`config.mk`:
```
export PLATFORM = sky130hd
export DESIGN_NAME = wb_rr_arbiter_flat
export DESIGN_NICKNAME = d
export VERILOG_FILES = /design/src/rtl/wb_rr_arbiter_pkg.sv /design/src/rtl/wb_rr_arbiter_if.sv /design/src/rtl/wb_rr_prio.sv /design/src/rtl/wb_rr_arbiter.sv /design/src/flat_wrapper.sv
export SDC_FILE = /design/constraint.sdc
export NUM_CORES = 1
export LEC_CHECK = 0
export BUFFER_PORTS_ARGS = -buffer_cell sky130_fd_sc_hd__clkbuf_2
export CAP_MARGIN = 10
export CORE_AREA = 4 4 241 243
export CTS_BUF_LIST = sky130_fd_sc_hd__clkbuf_4
export DETAILED_ROUTE_END_ITERATION = 12
export DIE_AREA = 0 0 245 247
export GPL_TIMING_DRIVEN = 0
export PLACE_DENSITY_LB_ADDON = 0.15
export SYNTH_ARGS = -nofsm -noshare
export SYNTH_HDL_FRONTEND = slang
export SYNTH_SLANG_ARGS = --single-unit
```
`constraint.sdc`:
```
create_clock -name clk -period 2.6 [get_ports clk]
set_input_delay 0.65 -clock clk [delete_from_list [all_inputs] [get_ports clk]]
set_output_delay 0.65 -clock clk [all_outputs]
set_load 0.03 [all_outputs]
```
`src/rtl/wb_rr_arbiter_pkg.sv`:
```
// rtl/wb_rr_arbiter_pkg.sv - shared types and constants for the Wishbone round-robin arbiter
package wb_rr_arbiter_pkg;

    localparam int MAX_MASTERS  = 4;
    localparam int WB_TAG_WIDTH = 4;

    typedef enum logic [1:0] {
        IDLE  = 2'd0,
        GRANT = 2'd1,
        ABORT = 2'd2
    } arb_state_t;

endpackage

```
`src/rtl/wb_rr_arbiter_if.sv`:
```
// rtl/wb_rr_arbiter_if.sv - Wishbone B4 bus interface with master/slave modports
interface wb_if
    import wb_rr_arbiter_pkg::*;
#(
    parameter int ADDR_WIDTH = 32,
    parameter int DATA_WIDTH = 32,
    parameter int TAG_WIDTH  = WB_TAG_WIDTH
);
    logic [ADDR_WIDTH-1:0]   adr;
    logic [TAG_WIDTH-1:0]    tga;
    logic [2:0]              cti;
    logic [1:0]              bte;
    logic [DATA_WIDTH-1:0]   dat_w;
    logic [TAG_WIDTH-1:0]    tgd_w;
    logic                    cyc;
    logic [TAG_WIDTH-1:0]    tgc;
    logic [DATA_WIDTH/8-1:0] sel;
    logic                    stb;
    logic                    we;
    logic                    ack;
    logic                    err;
    logic [DATA_WIDTH-1:0]   dat_r;
    logic [TAG_WIDTH-1:0]    tgd_r;

    modport master (
        output adr, tga, cti, bte, dat_w, tgd_w, cyc, tgc, sel, stb, we,
        input  ack, err, dat_r, tgd_r
    );

    modport slave (
        input  adr, tga, cti, bte, dat_w, tgd_w, cyc, tgc, sel, stb, we,
        output ack, err, dat_r, tgd_r
    );
endinterface

```
`src/rtl/wb_rr_prio.sv`:
```
// rtl/wb_rr_prio.sv - rotating-priority encoder: first requester after 'last', wrapping
module wb_rr_prio
    import wb_rr_arbiter_pkg::*;
(
    input  logic [3:0] req,
    input  logic [1:0] last,
    output logic [1:0] gnt_idx,
    output logic       valid
);

    // Walk offsets from farthest to nearest so the nearest requester wins.
    always_comb begin
        gnt_idx = last;
        valid   = 1'b0;
        for (int k = MAX_MASTERS; k >= 1; k--) begin
            if (req[last + 2'(k)]) begin
                gnt_idx = last + 2'(k);
                valid   = 1'b1;
            end
        end
    end

endmodule

```
`src/rtl/wb_rr_arbiter.sv`:
```
// rtl/wb_rr_arbiter.sv - round-robin Wishbone arbiter, up to four requesters onto one slave
module wb_rr_arbiter
    import wb_rr_arbiter_pkg::*;
#(
    parameter int WB_ADDR_WIDTH = 32,
    parameter int WB_DATA_WIDTH = 32,
    parameter int N_MASTERS     = 4,
    parameter int TIMEOUT       = 256
) (
    input  logic  clk,
    input  logic  rstn,
    wb_if.slave   m0,
    wb_if.slave   m1,
    wb_if.slave   m2,
    wb_if.slave   m3,
    wb_if.master  s
);

    localparam int WD_W = (TIMEOUT > 0) ? $clog2(TIMEOUT + 1) : 1;
    localparam logic [WD_W-1:0] WD_MAX = WD_W'(TIMEOUT);

    typedef struct packed {
        logic [WB_ADDR_WIDTH-1:0]   adr;
        logic [WB_TAG_WIDTH-1:0]    tga;
        logic [2:0]                 cti;
        logic [1:0]                 bte;
        logic [WB_DATA_WIDTH-1:0]   dat_w;
        logic [WB_TAG_WIDTH-1:0]    tgd_w;
        logic                       cyc;
        logic [WB_TAG_WIDTH-1:0]    tgc;
        logic [WB_DATA_WIDTH/8-1:0] sel;
        logic                       stb;
        logic                       we;
    } wb_req_t;

    arb_state_t      state, state_nxt;
    logic [1:0]      grant, last_grant;
    logic [WD_W-1:0] wd_cnt;
    wb_req_t         req [MAX_MASTERS];
    wb_req_t         req_out;
    logic [3:0]      cyc_vec;
    logic [1:0]      prio_idx;
    logic            prio_valid;
    logic            grant_cyc;
    logic [3:0]      m_ack, m_err;

    assign req[0] = {m0.adr, m0.tga, m0.cti, m0.bte, m0.dat_w, m0.tgd_w,
                     m0.cyc, m0.tgc, m0.sel, m0.stb, m0.we};
    assign req[1] = {m1.adr, m1.tga, m1.cti, m1.bte, m1.dat_w, m1.tgd_w,
                     m1.cyc, m1.tgc, m1.sel, m1.stb, m1.we};
    assign req[2] = {m2.adr, m2.tga, m2.cti, m2.bte, m2.dat_w, m2.tgd_w,
                     m2.cyc, m2.tgc, m2.sel, m2.stb, m2.we};
    assign req[3] = {m3.adr, m3.tga, m3.cti, m3.bte, m3.dat_w, m3.tgd_w,
                     m3.cyc, m3.tgc, m3.sel, m3.stb, m3.we};

    // Ports beyond N_MASTERS can never request, so they can never be granted.
    always_comb begin
        cyc_vec = '0;
        for (int i = 0; i < MAX_MASTERS; i++) begin
            cyc_vec[i] = req[i].cyc && (i < N_MASTERS);
        end
    end

    assign grant_cyc = req[grant].cyc;

    wb_rr_prio u_prio (
        .req     (cyc_vec),
        .last    (last_grant),
        .gnt_idx (prio_idx),
        .valid   (prio_valid)
    );

    always_ff @(posedge clk or negedge rstn) begin
        if (!rstn) begin
            state      <= IDLE;
            grant      <= '0;
            last_grant <= 2'(N_MASTERS - 1);
            wd_cnt     <= '0;
        end else begin
            state <= state_nxt;
            if (state == IDLE && prio_valid) begin
                grant <= prio_idx;
            end
            if ((state == GRANT && !grant_cyc) || state == ABORT) begin
                last_grant <= grant;
            end
            if (state != GRANT) begin
                wd_cnt <= '0;
            end else if (s.ack || s.err) begin
                wd_cnt <= '0;
            end else if (s.stb && wd_cnt < WD_MAX) begin
                wd_cnt <= wd_cnt + 1'b1;
            end
        end
    end

    always_comb begin
        state_nxt = state;
        unique case (state)
            IDLE: begin
                if (prio_valid) state_nxt = GRANT;
            end
            GRANT: begin
                if (!grant_cyc) begin
                    state_nxt = IDLE;
                end else if (TIMEOUT > 0 && wd_cnt == WD_MAX) begin
                    state_nxt = ABORT;
                end
            end
            ABORT:   state_nxt = IDLE;
            default: state_nxt = IDLE;
        endcase
    end

    // Downstream sees the granted requester only during GRANT; ABORT and IDLE park the bus.
    always_comb begin
        req_out = '0;
        m_ack   = '0;
        m_err   = '0;
        if (state == GRANT) begin
            req_out = req[grant];
        end
        for (int i = 0; i < MAX_MASTERS; i++) begin
            if (i < N_MASTERS && grant == 2'(i)) begin
                if (state == GRANT) begin
                    m_ack[i] = s.ack;
                    m_err[i] = s.err;
                end else if (state == ABORT) begin
                    m_err[i] = 1'b1;
                end
            end
        end
    end

    assign s.adr   = req_out.adr;
    assign s.tga   = req_out.tga;
    assign s.cti   = req_out.cti;
    assign s.bte   = req_out.bte;
    assign s.dat_w = req_out.dat_w;
    assign s.tgd_w = req_out.tgd_w;
    assign s.cyc   = req_out.cyc;
    assign s.tgc   = req_out.tgc;
    assign s.sel   = req_out.sel;
    assign s.stb   = req_out.stb;
    assign s.we    = req_out.we;

    assign m0.ack = m_ack[0];
    assign m1.ack = m_ack[1];
    assign m2.ack = m_ack[2];
    assign m3.ack = m_ack[3];
    assign m0.err = m_err[0];
    assign m1.err = m_err[1];
    assign m2.err = m_err[2];
    assign m3.err = m_err[3];

    assign m0.dat_r = s.dat_r;
    assign m1.dat_r = s.dat_r;
    assign m2.dat_r = s.dat_r;
    assign m3.dat_r = s.dat_r;
    assign m0.tgd_r = s.tgd_r;
    assign m1.tgd_r = s.tgd_r;
    assign m2.tgd_r = s.tgd_r;
    assign m3.tgd_r = s.tgd_r;

endmodule
```
`src/flat_wrapper.sv`:
```
// flat-port wrapper written by rule: the top's interface ports become plain ports
module wb_rr_arbiter_flat import wb_rr_arbiter_pkg::*;
#(
    parameter int WB_ADDR_WIDTH = 32,
    parameter int WB_DATA_WIDTH = 32,
    parameter int N_MASTERS     = 4,
    parameter int TIMEOUT       = 256
)
  (clk, rstn, m0_adr, m0_tga, m0_cti, m0_bte, m0_dat_w, m0_tgd_w, m0_cyc, m0_tgc, m0_sel, m0_stb, m0_we, m0_ack, m0_err, m0_dat_r, m0_tgd_r, m1_adr, m1_tga, m1_cti, m1_bte, m1_dat_w, m1_tgd_w, m1_cyc, m1_tgc, m1_sel, m1_stb, m1_we, m1_ack, m1_err, m1_dat_r, m1_tgd_r, m2_adr, m2_tga, m2_cti, m2_bte, m2_dat_w, m2_tgd_w, m2_cyc, m2_tgc, m2_sel, m2_stb, m2_we, m2_ack, m2_err, m2_dat_r, m2_tgd_r, m3_adr, m3_tga, m3_cti, m3_bte, m3_dat_w, m3_tgd_w, m3_cyc, m3_tgc, m3_sel, m3_stb, m3_we, m3_ack, m3_err, m3_dat_r, m3_tgd_r, s_adr, s_tga, s_cti, s_bte, s_dat_w, s_tgd_w, s_cyc, s_tgc, s_sel, s_stb, s_we, s_ack, s_err, s_dat_r, s_tgd_r);
  wb_if m0_i ();
  wb_if m1_i ();
  wb_if m2_i ();
  wb_if m3_i ();
  wb_if s_i ();
  input  logic clk;
  input  logic rstn;
  input wire logic [$bits(m0_i.adr)-1:0] m0_adr;
  input wire logic [$bits(m0_i.tga)-1:0] m0_tga;
  input wire logic [$bits(m0_i.cti)-1:0] m0_cti;
  input wire logic [$bits(m0_i.bte)-1:0] m0_bte;
  input wire logic [$bits(m0_i.dat_w)-1:0] m0_dat_w;
  input wire logic [$bits(m0_i.tgd_w)-1:0] m0_tgd_w;
  input wire logic [$bits(m0_i.cyc)-1:0] m0_cyc;
  input wire logic [$bits(m0_i.tgc)-1:0] m0_tgc;
  input wire logic [$bits(m0_i.sel)-1:0] m0_sel;
  input wire logic [$bits(m0_i.stb)-1:0] m0_stb;
  input wire logic [$bits(m0_i.we)-1:0] m0_we;
  output wire logic [$bits(m0_i.ack)-1:0] m0_ack;
  output wire logic [$bits(m0_i.err)-1:0] m0_err;
  output wire logic [$bits(m0_i.dat_r)-1:0] m0_dat_r;
  output wire logic [$bits(m0_i.tgd_r)-1:0] m0_tgd_r;
  input wire logic [$bits(m1_i.adr)-1:0] m1_adr;
  input wire logic [$bits(m1_i.tga)-1:0] m1_tga;
  input wire logic [$bits(m1_i.cti)-1:0] m1_cti;
  input wire logic [$bits(m1_i.bte)-1:0] m1_bte;
  input wire logic [$bits(m1_i.dat_w)-1:0] m1_dat_w;
  input wire logic [$bits(m1_i.tgd_w)-1:0] m1_tgd_w;
  input wire logic [$bits(m1_i.cyc)-1:0] m1_cyc;
  input wire logic [$bits(m1_i.tgc)-1:0] m1_tgc;
  input wire logic [$bits(m1_i.sel)-1:0] m1_sel;
  input wire logic [$bits(m1_i.stb)-1:0] m1_stb;
  input wire logic [$bits(m1_i.we)-1:0] m1_we;
  output wire logic [$bits(m1_i.ack)-1:0] m1_ack;
  output wire logic [$bits(m1_i.err)-1:0] m1_err;
  output wire logic [$bits(m1_i.dat_r)-1:0] m1_dat_r;
  output wire logic [$bits(m1_i.tgd_r)-1:0] m1_tgd_r;
  input wire logic [$bits(m2_i.adr)-1:0] m2_adr;
  input wire logic [$bits(m2_i.tga)-1:0] m2_tga;
  input wire logic [$bits(m2_i.cti)-1:0] m2_cti;
  input wire logic [$bits(m2_i.bte)-1:0] m2_bte;
  input wire logic [$bits(m2_i.dat_w)-1:0] m2_dat_w;
  input wire logic [$bits(m2_i.tgd_w)-1:0] m2_tgd_w;
  input wire logic [$bits(m2_i.cyc)-1:0] m2_cyc;
  input wire logic [$bits(m2_i.tgc)-1:0] m2_tgc;
  input wire logic [$bits(m2_i.sel)-1:0] m2_sel;
  input wire logic [$bits(m2_i.stb)-1:0] m2_stb;
  input wire logic [$bits(m2_i.we)-1:0] m2_we;
  output wire logic [$bits(m2_i.ack)-1:0] m2_ack;
  output wire logic [$bits(m2_i.err)-1:0] m2_err;
  output wire logic [$bits(m2_i.dat_r)-1:0] m2_dat_r;
  output wire logic [$bits(m2_i.tgd_r)-1:0] m2_tgd_r;
  input wire logic [$bits(m3_i.adr)-1:0] m3_adr;
  input wire logic [$bits(m3_i.tga)-1:0] m3_tga;
  input wire logic [$bits(m3_i.cti)-1:0] m3_cti;
  input wire logic [$bits(m3_i.bte)-1:0] m3_bte;
  input wire logic [$bits(m3_i.dat_w)-1:0] m3_dat_w;
  input wire logic [$bits(m3_i.tgd_w)-1:0] m3_tgd_w;
  input wire logic [$bits(m3_i.cyc)-1:0] m3_cyc;
  input wire logic [$bits(m3_i.tgc)-1:0] m3_tgc;
  input wire logic [$bits(m3_i.sel)-1:0] m3_sel;
  input wire logic [$bits(m3_i.stb)-1:0] m3_stb;
  input wire logic [$bits(m3_i.we)-1:0] m3_we;
  output wire logic [$bits(m3_i.ack)-1:0] m3_ack;
  output wire logic [$bits(m3_i.err)-1:0] m3_err;
  output wire logic [$bits(m3_i.dat_r)-1:0] m3_dat_r;
  output wire logic [$bits(m3_i.tgd_r)-1:0] m3_tgd_r;
  output wire logic [$bits(s_i.adr)-1:0] s_adr;
  output wire logic [$bits(s_i.tga)-1:0] s_tga;
  output wire logic [$bits(s_i.cti)-1:0] s_cti;
  output wire logic [$bits(s_i.bte)-1:0] s_bte;
  output wire logic [$bits(s_i.dat_w)-1:0] s_dat_w;
  output wire logic [$bits(s_i.tgd_w)-1:0] s_tgd_w;
  output wire logic [$bits(s_i.cyc)-1:0] s_cyc;
  output wire logic [$bits(s_i.tgc)-1:0] s_tgc;
  output wire logic [$bits(s_i.sel)-1:0] s_sel;
  output wire logic [$bits(s_i.stb)-1:0] s_stb;
  output wire logic [$bits(s_i.we)-1:0] s_we;
  input wire logic [$bits(s_i.ack)-1:0] s_ack;
  input wire logic [$bits(s_i.err)-1:0] s_err;
  input wire logic [$bits(s_i.dat_r)-1:0] s_dat_r;
  input wire logic [$bits(s_i.tgd_r)-1:0] s_tgd_r;
  assign m0_i.adr = m0_adr;
  assign m0_i.tga = m0_tga;
  assign m0_i.cti = m0_cti;
  assign m0_i.bte = m0_bte;
  assign m0_i.dat_w = m0_dat_w;
  assign m0_i.tgd_w = m0_tgd_w;
  assign m0_i.cyc = m0_cyc;
  assign m0_i.tgc = m0_tgc;
  assign m0_i.sel = m0_sel;
  assign m0_i.stb = m0_stb;
  assign m0_i.we = m0_we;
  assign m0_ack = m0_i.ack;
  assign m0_err = m0_i.err;
  assign m0_dat_r = m0_i.dat_r;
  assign m0_tgd_r = m0_i.tgd_r;
  assign m1_i.adr = m1_adr;
  assign m1_i.tga = m1_tga;
  assign m1_i.cti = m1_cti;
  assign m1_i.bte = m1_bte;
  assign m1_i.dat_w = m1_dat_w;
  assign m1_i.tgd_w = m1_tgd_w;
  assign m1_i.cyc = m1_cyc;
  assign m1_i.tgc = m1_tgc;
  assign m1_i.sel = m1_sel;
  assign m1_i.stb = m1_stb;
  assign m1_i.we = m1_we;
  assign m1_ack = m1_i.ack;
  assign m1_err = m1_i.err;
  assign m1_dat_r = m1_i.dat_r;
  assign m1_tgd_r = m1_i.tgd_r;
  assign m2_i.adr = m2_adr;
  assign m2_i.tga = m2_tga;
  assign m2_i.cti = m2_cti;
  assign m2_i.bte = m2_bte;
  assign m2_i.dat_w = m2_dat_w;
  assign m2_i.tgd_w = m2_tgd_w;
  assign m2_i.cyc = m2_cyc;
  assign m2_i.tgc = m2_tgc;
  assign m2_i.sel = m2_sel;
  assign m2_i.stb = m2_stb;
  assign m2_i.we = m2_we;
  assign m2_ack = m2_i.ack;
  assign m2_err = m2_i.err;
  assign m2_dat_r = m2_i.dat_r;
  assign m2_tgd_r = m2_i.tgd_r;
  assign m3_i.adr = m3_adr;
  assign m3_i.tga = m3_tga;
  assign m3_i.cti = m3_cti;
  assign m3_i.bte = m3_bte;
  assign m3_i.dat_w = m3_dat_w;
  assign m3_i.tgd_w = m3_tgd_w;
  assign m3_i.cyc = m3_cyc;
  assign m3_i.tgc = m3_tgc;
  assign m3_i.sel = m3_sel;
  assign m3_i.stb = m3_stb;
  assign m3_i.we = m3_we;
  assign m3_ack = m3_i.ack;
  assign m3_err = m3_i.err;
  assign m3_dat_r = m3_i.dat_r;
  assign m3_tgd_r = m3_i.tgd_r;
  assign s_adr = s_i.adr;
  assign s_tga = s_i.tga;
  assign s_cti = s_i.cti;
  assign s_bte = s_i.bte;
  assign s_dat_w = s_i.dat_w;
  assign s_tgd_w = s_i.tgd_w;
  assign s_cyc = s_i.cyc;
  assign s_tgc = s_i.tgc;
  assign s_sel = s_i.sel;
  assign s_stb = s_i.stb;
  assign s_we = s_i.we;
  assign s_i.ack = s_ack;
  assign s_i.err = s_err;
  assign s_i.dat_r = s_dat_r;
  assign s_i.tgd_r = s_tgd_r;
  wb_rr_arbiter #(.WB_ADDR_WIDTH(WB_ADDR_WIDTH), .WB_DATA_WIDTH(WB_DATA_WIDTH), .N_MASTERS(N_MASTERS), .TIMEOUT(TIMEOUT)) u_core (.clk(clk), .rstn(rstn), .m0(m0_i), .m1(m1_i), .m2(m2_i), .m3(m3_i), .s(s_i));
endmodule
```
==> results.cfg, run 1 <==
[run_status]
status = complete, but fails checks
violations = negative setup slack

[sta]
hold_violations = 0
post-route-period-util_pct = 101
worst_pin_slew_ns = 0.790
slew_viol_final = 0
fmax_mhz = 379
setup_viol = 18
fin_crit_ns = 2.64
fin_worst_skew_ns = 0.00151
rsz0062_at_grt = true
relSlewSlack_pct = 47.2
setup_ws_ns = -0.0354

[clocking]
cts_inserted_buffers = 3
clk_path_buf_depth = 2
cts_root_buf = clkbuf_4
h-tree-depth = 1
clk_pin_slew_ns = 0.10
clock_latency_ns = 0.28
ctsHoldBuffers = 0
cts.sinks = 15
cts_tree = done

[logic_synthesis]
ys_ff_latch = 15
synth_cell_types = 43
syn_inst = 460
yosysTopAreaCellShare_pct = 41.6
synth.avg_cell_area_um2 = 10.2
yosysTopAreaCell = mux4_2
synth-warning-count = 0
synthTopCellsByArea = mux4_2, buf_4, and2_1, dfrtp_1, clkbuf_1
ys_seq_area_share_pct = 8.03
postSynthNetCount = 854
synth_flop_cell = dfrtp_1
synth_edf_count = 0
syn_area_mm2 = 0.00471
async_reset_ff_share_pct = 100

[detailed_routing]
wl_per_cell_um = 16.7
antenna_left = 0
dr.pass1.iters = 4
vias = 5992
drc_errors = 0
viasPerCell = 3.25
drt_iter0_drc = 126
postRouteWirelength_um = 30700

[global_routing]
grt_max_degree = 16
grt.total_usage_pct = 8.80
grt_overflow = 0
antenna_found_initial = 1
grt_pass1_vias = 6145
grt_pass1_wl_um = 40600

[layout]
fillCellCount = 6352
multiInputGateArea_mm2 = 0.00326
area_growth_pct = 115
drive_gt1_share_pct = 89.3
ff_latch_area_um2 = 379
mostFrequentLayoutCells = clkbuf_2, buf_4, mux4_2, and2_4, buf_8
final_nets = 1480
fin_area_mm2 = 0.0101
final_common_cell = clkbuf_2

[setup_path]
critPathCaptureType = output port
critPathMaxFanout = 7
worstPathCellList = buf_12 -> buf_16 -> buf_12 -> mux4_2 -> and2_4 -> buf_8
worstPathArrival_ns = 1.99
cpMostUsedCell = buf_12
critPathRequiredTime_ns = 1.95
slowest_delay_ns = 0.52
crit_slowest_cell = mux4_2
critPathKind = reg2out
critPathLaunchType = flop

[floorplanning]
die_x_um = 245
rows = 87
initial_utilization_pct = 8.41
io_pins = 632
die_y_um = 247
die_area_mm2 = 0.0605
core_area_mm2 = 0.0560

[placement]
dp_hpwl_um = 26500
place_congestion = 0.764
port_buffers = 595
dp_slack_ns = -1.18
placed_cell_area_mm2 = 0.00863

[power_and_ir_drop]
p_leak_nw = 5.16
power.density_mw_per_mm2 = 1040
peakVddDrop_uv = 469

[worst_hold_path]
hold_path_class = in2async

[run]
cap_viol_max_count = 0
-- final timing paths --
path | from | to | slack [ns] | cells past startpoint
setup / recovery | u_core.grant[0]$_DFFE_PN0P_ | s_dat_w[8] | -0.04 | 6
hold / removal | rstn | u_core.wd_cnt[0]$_DFFE_PN0P_ | 0.27 | 1
setup reg to reg | u_core.grant[0]$_DFFE_PN0P_ | u_core.wd_cnt[8]$_DFFE_PN0P_ | 0.17 | 15
hold reg to reg | u_core.wd_cnt[4]$_DFFE_PN0P_ | u_core.wd_cnt[4]$_DFFE_PN0P_ | 0.56 | 2
max in group asynchronous | rstn | u_core.last_grant[1]$_DFFE_PN1P_ | 2.01 | 1
min in group clk | u_core.wd_cnt[4]$_DFFE_PN0P_ | u_core.wd_cnt[4]$_DFFE_PN0P_ | 0.56 | 2
-- layer usage --
layer | track usage, % | vias up | part of all wire, %
met5 | 0 | - | 0
met4 | 0.806 | 0 | 0.70
met3 | 1.54 | 10 | 6.5
met2 | 17.5 | 277 | 56
met1 | 10.1 | 2915 | 37
li1 | - | 2790 | -
-- stage by stage --
| step | std cells | utilization (%) | hold WS [ns] | setup TNS, ns | power [mW] |
|---|---|---|---|---|---|
| 2_1_floorplan | 460 | - | 0.354 | 0 | 5.34 |
| 3_3_place_gp | 1811 | 15.4 | 0.542 | -58.72 | 7.59 |
| 3_5_place_dp | 1811 | 15.4 | 0.549 | -59.61 | 7.56 |
| 4_1_cts | 1840 | 17.7 | 0.278 | -4.68 | 10.1 |
| 5_1_grt | 1841 | 18.1 | 0.296 | -4.82 | 11.1 |
| 6_report | 1842 | 18.1 | 0.269 | -0.264 | 10.5 |
-- logic make-up (layout without fill, tap and decap cells) --
kind of cell	after synthesis	after routing	share of synthesized area, %
and+or+nand+nor	139	139	17.2
DFF	15	15	8.03
muxes	97	97	43.8
xor gates and xnor gates	1	1	0.186
AOI/OAI and AO/OA	22	22	3.46
buffers and inverters	184	809	26.8
adders and majority gates	2	2	0.531
other	0	1	0
-- critical path, delay by kind of cell (launching register included) --
kind          cells  cell delay, ns
buf+inv           4            0.59
simple gates      1            0.19
mux               1            0.52
flops             1            0.38
-- registers in the layout, indices dropped and copies added (netlist names) --
signal,cells
u_core.wd_cnt,9
u_core.state,2
u_core.grant,2
u_core.last_grant,2
-- power breakdown --
part / internal [mW] / switching [mW] / total, mW
Clock: 0.0571 / 0.0837 / 0.141
Combinational: 5.24 / 4.80 / 10.0
Sequential: 0.288 / 0.0341 / 0.322
Total: 5.58 / 4.92 / 10.5
-- what timing repair did --
item                                    in CTS  in global routing
cloned                                       4                  4
setup buffers                               21                  1
gates resized for setup                    274                101
pin swaps                                   14                 12
endpoints found under the setup margin      98                 96
-- area by class of cell --
| class | instances | area share [%] |
|---|---|---|
| Multi-Input combinational cell | 261 | 32.2 |
| Clock buffer | 3 | 0.223 |
| Inverter | 4 | 0.149 |
| Antenna cell | 1 | 0.0248 |
| Clock inverter | 1 | 0.0495 |
| Timing Repair Buffer | 621 | 39.1 |
| Sequential cell | 15 | 3.75 |
| Tap cell | 756 | 9.36 |
| Buffer | 180 | 15.1 |
-- synthesized netlist by cell type, types with 2 or more instances --
cell type,count
nor3_1,2
nand4_1,2
and2_1,86
mux4_2,87
inv_1,4
buf_4,144
o21ai_0,6
a41o_1,2
mux2_2,3
dfrtp_1,13
clkbuf_1,20
a21oi_1,2
and3_1,2
nand2_1,12
ha_1,2
buf_2,13
nand2b_1,8
dfstp_2,2
nor2_1,18
a31oi_1,2
buf_6,2
mux2i_1,7
(Power assumes the default switching activity.)
==> run 2, diff against run 1 <==
--- a/config.mk
+++ b/config.mk
@@ -5,12 +5,13 @@
 export SDC_FILE = /design/constraint.sdc
 export NUM_CORES = 1
 export LEC_CHECK = 0
+export ABC_AREA = 1
 export BUFFER_PORTS_ARGS = -buffer_cell sky130_fd_sc_hd__clkbuf_2
-export CAP_MARGIN = 10
-export CORE_AREA = 4 4 241 243
+export CAP_MARGIN = 0
+export CORE_AREA = 4 4 244 246
 export CTS_BUF_LIST = sky130_fd_sc_hd__clkbuf_4
 export DETAILED_ROUTE_END_ITERATION = 12
-export DIE_AREA = 0 0 245 247
+export DIE_AREA = 0 0 248 250
 export GPL_TIMING_DRIVEN = 0
 export PLACE_DENSITY_LB_ADDON = 0.15
 export SYNTH_ARGS = -nofsm -noshare
==> results.cfg, run 2 <==
[detailed_routing]
drt_iter0_drc = 393
vias = 7136
dr.pass1.iters = 5
drc_errors = 0
antenna_left = 0
viasPerCell = 3.52
postRouteWirelength_um = 38900
wl_per_cell_um = 19.2

[layout]
area_growth_pct = 113
final_nets = 1657
mostFrequentLayoutCells = clkbuf_2, buf_4, a22oi_1, a21oi_1, nand2_1
drive_gt1_share_pct = 67.0
largest_reg_flops = 9
regMostFlops = u_core.wd_cnt
fillCellCount = 6674
final_common_cell = clkbuf_2
fin_util_pct = 15.9

[setup_path]
crit_slowest_cell = dfrtp_1
critPathKind = reg2out
critPathTopFamily = buffers and inverters
critPathCaptureType = output port
worstPathArrival_ns = 1.92
slowest_delay_ns = 0.42
critPathRequiredTime_ns = 1.95
worstPathCellList = buf_6 -> nor2_4 -> buf_12 -> buf_12 -> clkbuf_16 -> a22oi_2 -> a21oi_2 -> clkbuf_8
r2r_slack_ns = 0.79
critPathLaunchType = flop
critPathMaxFanout = 10
crit_buf_inv = 5
cpMostUsedCell = buf_12

[logic_synthesis]
synth_cell_types = 28
ys_seq_area_share_pct = 8.85
synthTopCellsByCount = a22oi_1, buf_4, a21oi_1, nand2_1, nand3_1
synthTopCellsByArea = a22oi_1, buf_4, a21oi_1, dfrtp_1, nand2_1
syn_inst = 644
synth_edf_count = 0
async_reset_ff_share_pct = 100
synth_flop_cell = dfrtp_1
synth.avg_cell_area_um2 = 6.63
yosysTopAreaCell = a22oi_1
syn_area_mm2 = 0.00427
synth_most_common_cell = a22oi_1
ys_ff_latch = 15
yosysTopAreaCellShare_pct = 30.4
synth-warning-count = 0
postSynthNetCount = 1038

[global_routing]
grt_max_degree = 16
grt_pass1_wl_um = 51700
grt_pass1_vias = 7146
grt.total_usage_pct = 11.3
antenna_found_initial = 2
grt_overflow = 0

[floorplanning]
die_x_um = 248
core_area_mm2 = 0.0574
initial_utilization_pct = 7.44
die_area_mm2 = 0.0620
die_y_um = 250
io_pins = 632
rows = 88

[clocking]
ctsHoldBuffers = 0
h-tree-depth = 1
cts_inserted_buffers = 3
clk_path_buf_depth = 2
cts_root_buf = clkbuf_4
clk_pin_slew_ns = 0.11
cts.sinks = 15
clock_latency_ns = 0.29
cts_tree = done

[run]
cap_viol_max_count = 0

[sta]
hold_violations = 0
relSlewSlack_pct = 52.4
fin_worst_skew_ns = 0.00258
rsz0062_at_grt = true
fin_crit_ns = 2.57
slew_viol_final = 0
hold_ws_ns = 0.274
worst_pin_slew_ns = 0.710
setup_viol = 0
fmax_mhz = 390
post-route-period-util_pct = 98.7

[placement]
port_buffers = 595
dp_hpwl_um = 33400
place_congestion = 0.780

[power_and_ir_drop]
peakVddDrop_uv = 453
p_leak_nw = 4.77
power.density_mw_per_mm2 = 1090

[worst_hold_path]
hold_path_class = in2async

[run_status]
status = complete, no violations
==> run 2: cell types whose count changed in the layout (fill, tap and decap cells not counted), sizes merged, moves of 8 or more <==
cell / previous run / this run
a21oi: 2 / 89
a22oi: 1 / 173
and2: 86 / 0
inv: 4 / 27
mux4: 87 / 0
nand2: 12 / 73
nand2b: 8 / 0
nand3: 1 / 28
==> run 2: stage by stage <==
step | instance area (um2) | total power [mW] | std cells | TNS (ns) | setup slack, ns
detailed placement | 8200 | 8.42 | 2004 | -45.94 | -0.874
finish | 9100 | 9.92 | 2028 | 0 | 0.0335
floorplan | 4270 | 5.27 | 644 | 0 | 0.305
CTS | 8880 | 9.76 | 2026 | -0.00544 | -0.00544
global placement | 8200 | 8.43 | 2004 | -46.28 | -0.867
global route | 9100 | 10.7 | 2027 | -0.943 | -0.0814
==> run 2: final cells by class <==
class,instances,area [um2],share of cell area (%)
clock buffer,3,22.5,0.247
buffer,192,1660,18.2
multi-input combinational,408,2520,27.7
inverter,28,120,1.32
clock inverter,1,5.00,0.0550
sequential,15,379,4.16
antenna,1,2.50,0.0275
tap,765,957,10.5
timing repair buffer,615,3440,37.8
==> run 2: cells by family (layout without fill, tap and decap cells) <==
logic type	count (synthesis)	after routing	share of synthesized area [%]
buf+inv	221	839	34.6
flops	15	15	8.85
xor+xnor	1	1	0.205
fa+ha+maj	2	2	0.586
other cells	0	1	0
compound gates	270	270	41.9
simple gates	135	135	13.9
==> run 2: final timing paths <==
check,from,end,cells after the start
min reg2reg,u_core.last_grant[1]$_DFFE_PN1P_,u_core.last_grant[1]$_DFFE_PN1P_,2
min in group clk,u_core.last_grant[1]$_DFFE_PN1P_,u_core.last_grant[1]$_DFFE_PN1P_,2
min,rstn,u_core.wd_cnt[8]$_DFFE_PN0P_,1
max in group asynchronous,rstn,u_core.last_grant[1]$_DFFE_PN1P_,1
max reg2reg,u_core.state[1]$_DFFE_PN0P_,u_core.wd_cnt[6]$_DFFE_PN0P_,6
max,u_core.grant[0]$_DFFE_PN0P_,s_dat_w[28],8
==> run 2: report_power, final <==
part	total, mW	internal (mW)	switching [mW]
clock	0.148	0.0572	0.0903
sequential	0.339	0.288	0.0510
combinational	9.43	3.54	5.89
==> run 2: layer usage <==
| metal | part of all wire [%] | track usage [%] | wire, um | vias to the layer above |
|---|---|---|---|---|
| met1 | 42 | 14.4 | 16500 | 3361 |
| met3 | 6.0 | 1.56 | 2350 | 12 |
| met4 | 0.63 | 1.13 | 246 | 2 |
| met5 | 0.033 | 0 | 13 | - |
| li1 | - | - | - | 3456 |
| met2 | 51 | 20.8 | 19800 | 305 |
==> run 2: timing repair <==
action	in CTS	in global routing
buffers inserted	17	1
endpoints found under the hold margin	0	0
gates resized for setup	133	134
pin swaps	7	21
cloned	1	1
endpoints found under the setup margin	91	85
